**src/rtl/baud_ctrl.sv**
```systemverilog
// Baud-rate generator with shadowed divisor registers and a commit FSM.
// A divisor written to DLL/DLM only takes effect after a LOAD request, and
// the swap is deferred to a tick16 boundary so no tick period is truncated.
//
// state   | meaning
// --------+------------------------------------------------------------
// IDLE    | active divisor stable, no commit requested
// PENDING | LOAD seen; active divisor is replaced on the next apply edge
module baud_ctrl #(
    parameter logic [15:0] DEFAULT_DIV = 16'd177
) (
    input  logic       clkin,
    input  logic       reset,
    input  logic       wr_en,
    input  logic       rd_en,
    input  logic [1:0] addr,
    input  logic [7:0] wdata,
    output logic [7:0] rdata,
    output logic       tick16,
    output logic       tick,
    output logic       busy
);

    typedef enum logic {
        IDLE    = 1'b0,
        PENDING = 1'b1
    } state_t;

    state_t      state_q, state_d;
    logic [7:0]  dll_q, dll_d;
    logic [7:0]  dlm_q, dlm_d;
    logic [15:0] div_q, div_d;
    logic [15:0] cnt_q, cnt_d;
    logic [3:0]  sub_q, sub_d;
    logic        en_q, en_d;
    logic [7:0]  rdata_q, rdata_d;

    logic run;
    logic run_d;
    logic at_top;
    logic ctrl_wr;
    logic apply;

    // Counter is running only with a nonzero divisor and the enable set.
    assign run    = en_q && (div_q != 16'd0);
    assign at_top = (cnt_q == div_q - 16'd1);
    // Gated by reset so the outputs are quiet while reset is held, even
    // for a default divisor of 1 where cnt==div-1 holds at reset.
    assign tick16 = run && at_top && !reset;
    assign tick   = tick16 && (sub_q == 4'hF);
    assign busy   = (state_q == PENDING);
    assign rdata  = rdata_q;

    // Next-state logic for registers, commit FSM, counters and read data.
    always_comb begin
        ctrl_wr = wr_en && (addr == 2'd2);
        dll_d   = (wr_en && addr == 2'd0) ? wdata : dll_q;
        dlm_d   = (wr_en && addr == 2'd1) ? wdata : dlm_q;
        en_d    = ctrl_wr ? wdata[0] : en_q;

        // A stopped counter never produces tick16, so commit at once then.
        apply   = (state_q == PENDING) && (tick16 || !en_q || div_q == 16'd0);

        state_d = state_q;
        case (state_q)
            IDLE:    if (ctrl_wr && wdata[1]) state_d = PENDING;
            PENDING: if (apply) state_d = IDLE;
            default: state_d = IDLE;
        endcase

        div_d = apply ? {dlm_q, dll_q} : div_q;
        run_d = en_d && (div_d != 16'd0);

        if (!run_d || !run || apply || at_top) cnt_d = 16'd0;
        else                                   cnt_d = cnt_q + 16'd1;

        // sub survives a divisor change but not a stop.
        if (!run_d)      sub_d = 4'd0;
        else if (tick16) sub_d = sub_q + 4'd1;
        else             sub_d = sub_q;

        rdata_d = rdata_q;
        if (rd_en) begin
            case (addr)
                2'd0:    rdata_d = dll_q;
                2'd1:    rdata_d = dlm_q;
                2'd2:    rdata_d = {6'b0, busy, en_q};
                default: rdata_d = div_q[7:0];
            endcase
        end
    end

    // State registers; reset restores the default divisor and drops any commit.
    always_ff @(posedge clkin or posedge reset) begin
        if (reset) begin
            state_q <= IDLE;
            dll_q   <= DEFAULT_DIV[7:0];
            dlm_q   <= DEFAULT_DIV[15:8];
            div_q   <= DEFAULT_DIV;
            en_q    <= 1'b1;
            cnt_q   <= 16'd0;
            sub_q   <= 4'd0;
            rdata_q <= 8'd0;
        end else begin
            state_q <= state_d;
            dll_q   <= dll_d;
            dlm_q   <= dlm_d;
            div_q   <= div_d;
            en_q    <= en_d;
            cnt_q   <= cnt_d;
            sub_q   <= sub_d;
            rdata_q <= rdata_d;
        end
    end

endmodule

```
**config.mk**
```make
export PLATFORM = sky130hd
export DESIGN_NAME = baud_ctrl
export DESIGN_NICKNAME = d
export VERILOG_FILES = /design/src/rtl/baud_ctrl.sv
export SDC_FILE = /design/constraint.sdc
export NUM_CORES = 1
export LEC_CHECK = 0
export CAP_MARGIN = 30
export CELL_PAD_IN_SITES_DETAIL_PLACEMENT = 1
export CELL_PAD_IN_SITES_GLOBAL_PLACEMENT = 1
export CORE_ASPECT_RATIO = 1.4
export CORE_UTILIZATION = 47
export DETAILED_ROUTE_END_ITERATION = 10
export PLACE_DENSITY_LB_ADDON = 0.15
export SETUP_SLACK_MARGIN = 0.3
export SLEW_MARGIN = 40
export SYNTH_ARGS = -nofsm -noshare
export SYNTH_HDL_FRONTEND = slang
export SYNTH_SLANG_ARGS = --single-unit
```
**constraint.sdc**
```tcl
create_clock -name clkin -period 4.3 [get_ports clkin]
set_clock_uncertainty 0.05 [all_clocks]
set_input_delay 0.43 -clock clkin [delete_from_list [all_inputs] [get_ports clkin]]
set_output_delay 0.43 -clock clkin [all_outputs]
set_load 0.02 [all_outputs]
```
* Word-level counts from Yosys, hierarchy flattened
Cells that the tools add are included.
W data, S select, Z words.
** Cells by class
- Shifts and indexed selects :: 0
- Multiplexer cells :: 9
- Eq/ne operators :: 5
- Add/sub/neg operators :: 3
- Multiply operators :: 0
- Reduce and logical (&&, ||, !) cells :: 23
- Bitwise gates (word level) :: 1
- Order comparisons :: 0
- Divide/modulo/power cells :: 0
** Operator list (number)
- $mux W16 :: 2
- $reduce_bool A16 Y1 :: 2
- $pmux W8 S3 :: 1
- $add A16 B1 Y16 const B :: 1
- $eq A16 B16 Y1 :: 1
- $logic_not A16 Y1 :: 1
- $sub A16 B1 Y16 const B :: 1
- $logic_and A1 B1 Y1 :: 10
- $mux W4 :: 2
- $logic_or A1 B1 Y1 :: 5
- $add A4 B1 Y4 const B :: 1
- $eq A4 B4 Y1 const B :: 1
- $logic_not A1 Y1 :: 4
- $mux W1 :: 3
- $eq A2 B1 Y1 const B :: 1
- $eq A2 B2 Y1 const B :: 1
- $logic_not A2 Y1 :: 1
- $ne A2 B2 Y1 const B :: 1
- $pmux W1 S2 :: 1
- $not A1 Y1 :: 1
** Storage, ports and cells
- Memory bits (writable) :: 0
- Flip-flop bits (word level) :: 62
- Memories :: 0
- Bits in read-only memories :: 0
- Bits in latches :: 0
- Input bits :: 14

* Depth between registers and ports, before layout
Gate-level depths: netlist (run 1).
- Word-level depth :: 15
- Mapped depth :: 13

* Least setup slack after synthesis (run 1)
No wires, ideal clock.
- Kind :: flip-flop to output port
- Start :: register div_q[0]
- End :: output port tick
- Stages on the path, launching flop included :: 12
- Arrival time :: 3380 ps
- Slack :: 440 ps
- Path buffers :: 2
- Cells stage by stage :: dfstp_2 clkbuf_1 inv_1 ha_1 buf_12 o21ba_2 a221oi_1 a41oi_1 a2111oi_0 nand4b_1 nor4_1 and4_1
** On the way
- Longest elaborated chain between the ends :: 5
- Elaborated cells on any way between the ends :: 7
** RTL lines
- start: declaration :: line 32 : logic [15:0] div_q, div_d;
- start signal: assignment :: line 108 : div_q <= div_d;
- $sub A16 B1 Y16 / $reduce_bool A16 Y1 (equally long branches) :: line 46, 45
- $eq A16 B16 Y1 / $logic_and A1 B1 Y1 (equally long branches) :: line 46, 45
- $logic_and A1 B1 Y1 (*) (2 in series) :: line 49 : assign tick16 = run && at_top && !reset;
- via tick16 :: line 19 : output logic tick16,
- $logic_and A1 B1 Y1 (*) :: line 50 : assign tick = tick16 && (sub_q == 4'hF);
- end: declaration :: line 20 : output logic tick,
Mark *: on every way through the listed nets, which the timed path passes. The rest lies on a longest branch.

* Worst setup path after layout (run 1)
- Start :: register div_q[0]
- End :: output port tick
** On the way
- Longest elaborated chain between the ends :: 5
- Elaborated cells on any way between the ends :: 7
** RTL lines (line)
- $sub A16 B1 Y16 / $reduce_bool A16 Y1 (equally long branches) :: 46, 45
- $eq A16 B16 Y1 / $logic_and A1 B1 Y1 (equally long branches) :: 46, 45
- $logic_and A1 B1 Y1 (*) (2 in series) :: 49
- $logic_and A1 B1 Y1 (*) :: 50
Mark *: on every way between the ends. The rest lies on a longest branch, timed or not.

==> flow_metrics.env, run 1 <==
export IMPL_final_hold_violation_count=0
export IMPL_power_leakage_nw=1.63
export IMPL_nets=378
export IMPL_hold_path_depth=1
export IMPL_timing_fmax_mhz=268
export IMPL_area_delta_synth_final_pct=14.8
export IMPL_synth_cell_type_count=60
export IMPL_dp_hpwl_um=6870
export IMPL_multi_input_area_um2=1880
export IMPL_grt_ovfl_total=0
export IMPL_finalSetupTns_ns=0
export IMPL_post_drt_wl_per_cell_um=20.2
export IMPL_synth_top_cell_by_area="dfrtp_1"
export IMPL_dp_worst_setup_slack_ns=0.0996
export IMPL_met3_length_um=260
export IMPL_final_antenna_net_count=0
export IMPL_topRoutingLayerUsed="met4"
export IMPL_arrival_ns=3.26
export IMPL_fill_cells=822
export IMPL_h_tree_depth=3
export IMPL_synth_async_reset_ratio=1.00
export IMPL_rsz0062_at_grt="false"
export IMPL_yosysMostFrequentCell="dfrtp_1"
export IMPL_syn_avg_cell_area_um2=10.5
export IMPL_cts_tree="built"
export IMPL_fin_ws_ns=0.564
export IMPL_wl_met1_um=3580
export IMPL_routed_via_density=6.00
export IMPL_grt_usage=0.269
export IMPL_die_area_um2=7950
export IMPL_outcome="finished clean"
export IMPL_power_density_nw_per_um2=580
export IMPL_antenna_found_initial=0
export IMPL_ctsRootBufferMaster="clkbuf_8"
export IMPL_numPortBuffers=24
export IMPL_syn_nets=357
export IMPL_cp_required_ns=3.82
export IMPL_cp_start_kind="register"
export IMPL_grt_max_degree=66
export IMPL_grt_pass1_wl_um=15400
export IMPL_finalSetupViolCount=0
export IMPL_wl_met2_um=5060
export IMPL_drv_slew=0
export IMPL_gp_congestion=0.928
export IMPL_ys_seq_elements=62
export IMPL_start_util=0.485
export IMPL_synth_common_cells="dfrtp_1 (53), nor2_1 (41), mux2_2 (34)"
export IMPL_clkSlewWorstSetupHoldPaths_ns=0.07
export IMPL_fp_dieW_um=75.6
export IMPL_coreArea_um2=7360
export IMPL_fin_cells=462
export IMPL_hold_class="register to register"
export IMPL_ys_flop_type="dfrtp_1"
export IMPL_max_cap_violations=0
export IMPL_die_h_um=105
export IMPL_cts_buffers=9
export IMPL_drtIter0Drc=169
export IMPL_min_period_ns=3.74
export IMPL_rows=37
export IMPL_p_total_w=0.00237
export IMPL_drc_errors=0
export IMPL_grt_pass1_vias=3048
export IMPL_pin_count=25
export IMPL_drive_gt1_frac=0.233
export IMPL_antennaDiodeCount=0
export IMPL_yosysWarnings=0
export IMPL_yosys_top_cells_area="dfrtp_1 (37%), mux2_2 (11%), dfstp_2 (6.6%)"
export IMPL_synth_area_um2=3570
export IMPL_slew_headroom=0.507
export IMPL_wirelength_um=9330
export IMPL_synth_top_cell_area_share=0.372
export IMPL_worst_pin_slew_ns=0.735
export IMPL_dp_cells=446
export IMPL_synth_edf_count=0
export IMPL_worst_ir_drop_vdd_mv=0.286
export IMPL_period_share=0.869
export IMPL_clock_sinks=62
export IMPL_synthCells=340
export IMPL_vias=2772
export IMPL_clkLatencyLatePin_ns=0.36
export IMPL_critPathCaptureType="primary output"
export IMPL_crit_fanout=12
export IMPL_crit_type="register to primary output"
export IMPL_r2r_cells=7
export IMPL_cts_path_max_buffers=2
export IMPL_regArea_um2=1560
export IMPL_firstDrtPassIters=4
export IMPL_ys_seq_area_frac=0.438
## worst max-delay path, cell delays in order, from the launching register on
cell	delay, ns
dfstp_2	0.43
inv_1	0.07
ha_2	0.26
and2b_2	0.22
nand3_2	0.10
or4b_1	0.53
a2111oi_2	0.36
nand4b_1	0.20
nor4_4	0.33
and4_1	0.24
clkbuf_2	0.17
## through the flow
stage	utilization	hold slack [ns]	cell area, µm²
final	0.556	0.465	4100
after global routing	0.556	0.486	4100
after CTS	0.556	0.469	4090
after detailed placement	0.520	0.453	3820
after global placement	0.520	0.443	3820
after floorplan	-	0.440	3570
## power by group
part | internal (W) | switching (W) | leakage, nW | total [W]
Sequential | 0.000739 | 0.000224 | 0.766 | 0.000963
Combinational | 0.000375 | 0.000410 | 0.746 | 0.000785
Clock | 0.000397 | 0.000229 | 0.119 | 0.000626
Total | 0.00151 | 0.000864 | 1.63 | 0.00237
## cell usage in the layout, fill, tap and decap left out, types with 4 or more instances in the layout
| cell type | n |
|---|---|
| dfrtp_1 | 53 |
| nor2_1 | 41 |
| mux2_2 | 34 |
| clkdlybuf4s50_1 | 22 |
| xor2_1 | 16 |
| a21oi_1 | 16 |
| nand2_1 | 15 |
| xnor2_1 | 14 |
| nand3_1 | 13 |
| nor4_1 | 12 |
| clkbuf_8 | 10 |
| mux2i_1 | 9 |
| dfstp_2 | 9 |
| o21ai_0 | 8 |
| inv_1 | 7 |
| a211oi_1 | 5 |
| nand4b_1 | 4 |
| or3_1 | 4 |
| o211ai_1 | 4 |
| and3_1 | 4 |
## final timing paths
path	slack, ns	endpoint	start
max in group asynchronous	3.23	dlm_q[3]$_DFFE_PP0P_	reset
setup / recovery	0.56	tick	div_q[0]$_DFF_PP1_
hold / removal	0.46	rdata[1]$_DFFE_PP0P_	rdata[1]$_DFFE_PP0P_
setup reg to reg	0.61	div_q[11]$_DFF_PP0_	div_q[8]$_DFF_PP0_
min in group asynchronous	0.56	sub_q[2]$_DFFE_PP0P_	reset
hold reg to reg	0.46	rdata[1]$_DFFE_PP0P_	rdata[1]$_DFFE_PP0P_
## routing by layer
| layer | global-route usage | vias up |
|---|---|---|
| met2 | 0.459 | 54 |
| met4 | 0.161 | 0 |
| met3 | 0.0540 | 30 |
| li1 | - | 1286 |
| met5 | 0 | - |
| met1 | 0.296 | 1402 |
## sequential cells by signal, summed over array words and instances, names as in the netlist
register and count:
en_q 1, sub_q 4, rdata 8, cnt_q 16, div_q 16, dll_q 8
busy 1, dlm_q 8
## cells by family (layout without fill, tap and decap cells)
kind of cell | count (synthesis) | in the layout | synth area share
xor gates and xnor gates | 30 | 30 | 0.0737
buffers and inverters | 26 | 51 | 0.0438
AOI/OAI and AO/OA | 51 | 51 | 0.0982
DFF | 62 | 62 | 0.438
muxes | 45 | 45 | 0.145
adders and majority gates | 3 | 3 | 0.0105
and+or+nand+nor | 123 | 123 | 0.190
## cell type report
type | count | share of cell area
multi-input combinational | 252 | 0.458
clock inverter | 4 | 0.0232
tap | 97 | 0.0296
timing repair buffer | 28 | 0.0654
clock buffer | 11 | 0.0345
inverter | 8 | 0.00733
sequential | 62 | 0.382
## what timing repair did
action / in CTS / in global routing
buffers inserted: 1 / 0
hold buffers: 0 / 0
gates resized for setup: 7 / 2
pin swaps: 1 / 0
setup endpoints to repair: 2 / 1
Note: power is estimated with default switching activity, not from simulation.
==> run 2: changes to the inputs <==
--- a/config.mk
+++ b/config.mk
@@ -11,7 +11,7 @@
 export CORE_ASPECT_RATIO = 1.4
 export CORE_UTILIZATION = 47
 export DETAILED_ROUTE_END_ITERATION = 10
-export PLACE_DENSITY_LB_ADDON = 0.15
+export PLACE_DENSITY_LB_ADDON = 0.05
 export SETUP_SLACK_MARGIN = 0.3
 export SLEW_MARGIN = 40
 export SYNTH_ARGS = -nofsm -noshare
==> run 2 against run 1 <==
Clock power down 18%. Via count fell by 2.1%. Flip-flop and latch count unchanged. Critical endpoint unchanged. Largest cell class unchanged.
==> flow_metrics.env, run 2 (same netlist as run 1, synthesis figures left out) <==
export IMPL_drive_gt1_frac=0.234
export IMPL_final_common_cell="dfrtp_1"
export IMPL_area_delta_synth_final_pct=13.6
export IMPL_layout_common_cells="dfrtp_1 (53), nor2_1 (41), mux2_2 (34)"
export IMPL_die_h_um=105
export IMPL_rows=37
export IMPL_placed_area_um2=3820
export IMPL_final_area_um2=4050
export IMPL_cts_path_max_buffers=2
export IMPL_cts_tree="built"
export IMPL_wl_met2_um=5060
export IMPL_crit_chain="inv_1 -> ha_2 -> and2b_2 -> nand3_2 -> or4b_1 -> a2111oi_2 -> nand4b_1 -> nor4_2 -> and4_1 -> dlygate4sd2_1"
export IMPL_slew_headroom=0.520
export IMPL_worst_pin_slew_ns=0.713
export IMPL_cp_required_ns=3.82
export IMPL_routed_via_density=5.85
export IMPL_grt_ovfl_total=0
export IMPL_wl_met1_um=3750
export IMPL_start_util=0.485
export IMPL_pin_count=25
export IMPL_grt_pass1_vias=2973
export IMPL_antennaDiodeCount=0
export IMPL_timing_fmax_mhz=262
export IMPL_clkSlewWorstSetupHoldPaths_ns=0.08
export IMPL_wirelength_um=9260
export IMPL_drc_errors=0
export IMPL_grt_pass1_wl_um=15400
export IMPL_clkLatencyLatePin_ns=0.36
export IMPL_nets=379
export IMPL_power_density_nw_per_um2=557
export IMPL_crit_type="register to primary output"
export IMPL_timing_rr_start="div_q[7]$_DFF_PP1_"
export IMPL_min_period_ns=3.81
export IMPL_grt_usage=0.266
export IMPL_ctsRootBufferMaster="clkbuf_8"
export IMPL_rsz0062_at_grt="false"
export IMPL_worst_ir_drop_vdd_mv=0.327
export IMPL_antenna_found_initial=0
export IMPL_h_tree_depth=3
export IMPL_hold_class="register to register"
export IMPL_crit_fanout=12
export IMPL_drv_slew=0
export IMPL_power_leakage_nw=1.62
export IMPL_final_hold_violation_count=0
export IMPL_cp_startpoint="div_q[0]$_DFF_PP1_"
export IMPL_slowest_delay_ns=0.54
export IMPL_clock_sinks=62
export IMPL_finalSetupViolCount=0
export IMPL_max_cap_violations=0
export IMPL_final_antenna_net_count=0
export IMPL_firstDrtPassIters=4
export IMPL_finalSetupTns_ns=0
export IMPL_coreArea_um2=7360
export IMPL_met3_length_um=173
export IMPL_fp_dieW_um=75.6
export IMPL_fill_cells=784
export IMPL_cts_buffers=9
export IMPL_critPathCaptureType="primary output"
export IMPL_gp_congestion=0.957
export IMPL_slowest_stage="or4b_1"
export IMPL_die_area_um2=7950
export IMPL_arrival_ns=3.33
export IMPL_largestRegisters="cnt_q (16), div_q (16)"
export IMPL_cp_start_kind="register"
export IMPL_dp_hpwl_um=6970
export IMPL_grt_max_degree=66
export IMPL_numPortBuffers=24
export IMPL_drtIter0Drc=102
export IMPL_outcome="finished clean"
export IMPL_hold_buffers=0
export IMPL_post_drt_wl_per_cell_um=19.9
export IMPL_topRoutingLayerUsed="met4"
export IMPL_timing_hold_ws_ns=0.461
export IMPL_period_share=0.887
export IMPL_vias=2713
export IMPL_hold_start="rdata[1]$_DFFE_PP0P_"
[run 2: worst paths after layout]
path | end | slack [ns] | depth (start not counted)
min in group asynchronous | rdata[1]$_DFFE_PP0P_ | 0.56 | 3
hold reg to reg | rdata[1]$_DFFE_PP0P_ | 0.46 | 1
setup / recovery | tick | 0.49 | 10
hold / removal | rdata[1]$_DFFE_PP0P_ | 0.46 | 1
max in group asynchronous | div_q[13]$_DFF_PP0_ | 3.22 | 3
setup reg to reg | div_q[13]$_DFF_PP0_ | 0.58 | 7
[run 2: critical path, delay by kind of cell, from the launching register on]
kind                       cells  cell delay [ns]
DFF                            1             0.43
and+or+nand+nor                6             1.55
buffers and inverters          2             0.42
adders and majority gates      1             0.25
AOI/OAI and AO/OA              1             0.32
[run 2: timing repair]
item,4_1_cts,5_1_grt
gates resized for setup,5,1
gates cloned,0,0
pin swaps,1,1
endpoints found under the setup margin,2,1
setup buffers,1,1
[run 2: per-layer routing]
metal	vias to the layer above	global-route usage
met5	-	0
met4	0	0.119
met3	17	0.0415
met2	35	0.460
met1	1382	0.312
li1	1279	-
[run 2: where the power goes]
part           switching (W)  leakage (nW)  internal, W  total (W)
combinational       0.000408         0.749     0.000375   0.000784
sequential          0.000223         0.766     0.000738   0.000961
clock               0.000246         0.100     0.000267   0.000512
[run 2: layout make-up]
type | count | area (µm²) | share of cell area
inverter | 8 | 30.0 | 0.00741
clock buffer | 10 | 128 | 0.0315
tap | 97 | 121 | 0.0300
sequential | 62 | 1560 | 0.386
clock inverter | 6 | 62.6 | 0.0154
timing repair buffer | 29 | 279 | 0.0689
multi-input combinational | 252 | 1870 | 0.461
[run 2: per-stage QoR]
step	cells	worst slack (ns)	utilization	power (W)
floorplan	340	0.440	-	0.00152
finish	464	0.486	0.550	0.00226
detailed placement	446	0.341	0.520	0.00173
global placement	446	0.406	0.520	0.00170
CTS	463	0.412	0.548	0.00226
global route	464	0.309	0.550	0.00238
==> run 3: changes to the inputs <==
--- a/config.mk
+++ b/config.mk
@@ -9,7 +9,7 @@
 export CELL_PAD_IN_SITES_DETAIL_PLACEMENT = 1
 export CELL_PAD_IN_SITES_GLOBAL_PLACEMENT = 1
 export CORE_ASPECT_RATIO = 1.4
-export CORE_UTILIZATION = 47
+export CORE_UTILIZATION = 45
 export DETAILED_ROUTE_END_ITERATION = 10
 export PLACE_DENSITY_LB_ADDON = 0.05
 export SETUP_SLACK_MARGIN = 0.3
==> run 3 against run 2 <==
Sequential share of layout area is 0.24 points higher. Design area is 0.62% lower. Worst setup slack better by 0.11 ns. Fmax is 3.0% higher. Combinational power is 0.5% higher. Total power is 2.8% lower. Highest routed layer unchanged. Global-route usage is 1.4 points lower. First-iteration DRC count is 64% higher. Worst hold slack worse by 0.10 ns. Die area is 4.3% higher. Via count is 0.22% higher. Wire length hardly changed.
==> flow_metrics.env, run 3 (same netlist as run 1, synthesis figures left out) <==
export IMPL_grt_pass1_wl_um=15500
export IMPL_coreArea_um2=7700
export IMPL_hold_buffers=0
export IMPL_grt_pass1_vias=2911
export IMPL_rsz0062_at_grt="false"
export IMPL_hold_class="input pin to async pin"
export IMPL_grt_ovfl_total=0
export IMPL_dp_hpwl_um=6940
export IMPL_grt_usage=0.252
export IMPL_clkLatencyLatePin_ns=0.35
export IMPL_final_antenna_net_count=0
export IMPL_crit_family="simple AND/OR/NAND/NOR gates"
export IMPL_final_common_cell="dfrtp_1"
export IMPL_nets=378
export IMPL_largestRegisters="cnt_q (16), div_q (16)"
export IMPL_drc_errors=0
export IMPL_antennaDiodeCount=0
export IMPL_pin_count=25
export IMPL_min_period_ns=3.70
export IMPL_antenna_found_initial=0
export IMPL_outcome="finished clean"
export IMPL_finalSetupTns_ns=0
export IMPL_ctsRootBufferMaster="clkbuf_8"
export IMPL_dp_cells=449
export IMPL_multi_input_area_um2=1880
export IMPL_max_cap_violations=0
export IMPL_final_hold_violation_count=0
export IMPL_drive_gt1_frac=0.232
export IMPL_worst_pin_slew_ns=0.704
export IMPL_die_area_um2=8290
export IMPL_drv_slew=0
export IMPL_cts_path_max_buffers=2
export IMPL_start_util=0.463
export IMPL_critPathCaptureType="register"
export IMPL_arrival_ns=3.89
export IMPL_fin_cells=466
export IMPL_wirelength_um=9260
export IMPL_slew_headroom=0.526
export IMPL_fp_dieW_um=77.2
export IMPL_h_tree_depth=3
export IMPL_cts_tree="built"
export IMPL_firstDrtPassIters=4
export IMPL_layout_common_cells="dfrtp_1 (53), nor2_1 (41), mux2_2 (34)"
export IMPL_crit_type="register to register"
export IMPL_finalSetupViolCount=0
export IMPL_slowest_delay_ns=0.65
export IMPL_clkSlewWorstSetupHoldPaths_ns=0.07
export IMPL_crit_fanout=17
export IMPL_cts_buffers=9
export IMPL_worst_ir_drop_vdd_mv=0.358
export IMPL_gp_congestion=0.953
export IMPL_drtIter0Drc=167
export IMPL_die_h_um=107
export IMPL_post_drt_wl_per_cell_um=19.9
export IMPL_timing_hold_ws_ns=0.356
export IMPL_cp_required_ns=4.48
export IMPL_slowest_stage="nor4_1"
export IMPL_power_leakage_nw=1.60
export IMPL_grt_max_degree=52
export IMPL_final_area_um2=4030
export IMPL_rows=38
export IMPL_numPortBuffers=24
export IMPL_placed_area_um2=3830
export IMPL_regArea_um2=1560
export IMPL_vias=2719
export IMPL_crit_chain="nor4_1 -> nand2_1 -> nor4_1 -> o221ai_1 -> or4_4 -> nand2_2 -> mux2_2"
export IMPL_cp_start_kind="register"
export IMPL_crit_top_cell="nor4_1"
export IMPL_area_delta_synth_final_pct=12.9
export IMPL_routed_via_density=5.83
export IMPL_period_share=0.861
export IMPL_clock_sinks=62
export IMPL_power_density_nw_per_um2=545
export IMPL_fill_cells=877
export IMPL_timing_fmax_mhz=270
export IMPL_path_buf_inv=0
[run 3: stage by stage]
| stage | utilization | total power [W] | setup WS (ns) |
|---|---|---|---|
| final | 0.523 | 0.00219 | 0.596 |
| after global routing | 0.523 | 0.00232 | 0.392 |
| after CTS | 0.521 | 0.00220 | 0.401 |
| after detailed placement | 0.497 | 0.00173 | 0.334 |
| after global placement | 0.497 | 0.00170 | 0.368 |
| after floorplan | - | 0.00152 | 0.440 |
[run 3: timing repair]
item | CTS | global route
endpoints found under the setup margin | 2 | 1
buffers inserted | 1 | 0
resized for setup | 5 | 4
pin swaps | 1 | 0
hold endpoints to repair | 0 | 0
[run 3: final cells by class]
type | instances | area share
multi-input cells | 252 | 0.466
flip-flops and latches | 62 | 0.388
repair buffers | 28 | 0.0656
clock buffers | 12 | 0.0360
well taps | 100 | 0.0311
inverters | 8 | 0.00746
clock inverters | 4 | 0.00559
[run 3: power by group]
group	internal [W]	switching, W	leakage, nW	total [W]
logic	0.000374	0.000414	0.745	0.000788
registers	0.000739	0.000218	0.766	0.000957
clock network	0.000222	0.000228	0.0861	0.000450
[run 3: worst register-to-register path, cell delays in order, from the launching register on]
cell      delay, ns
dfrtp_1        0.44
nor4_1         0.65
nand2_1        0.16
nor4_1         0.59
o221ai_1       0.33
or4_4          0.62
nand2_2        0.35
mux2_2         0.40
[run 3: worst paths after layout]
path | start | to | slack, ns | cells after the start
max in group asynchronous | reset | div_q[3]$_DFF_PP0_ | 2.86 | 3
max | div_q[8]$_DFF_PP0_ | div_q[13]$_DFF_PP0_ | 0.60 | 7
min reg2reg | rdata[0]$_DFFE_PP0P_ | rdata[0]$_DFFE_PP0P_ | 0.46 | 1
max reg2reg | div_q[8]$_DFF_PP0_ | div_q[13]$_DFF_PP0_ | 0.60 | 7
min | reset | cnt_q[2]$_DFF_PP0_ | 0.36 | 2
min in group clkin | rdata[0]$_DFFE_PP0P_ | rdata[0]$_DFFE_PP0P_ | 0.46 | 1
[run 3: layer usage]
metal  vias to the layer above  part of all wire  wire (µm)  track usage
li1                       1282                 -          -            -
met1                      1379              0.41       3790        0.290
met2                        44              0.55       5050        0.453
met3                        14             0.022        204       0.0364
met4                         0             0.024        221        0.120
met5                         -                 0          0            0
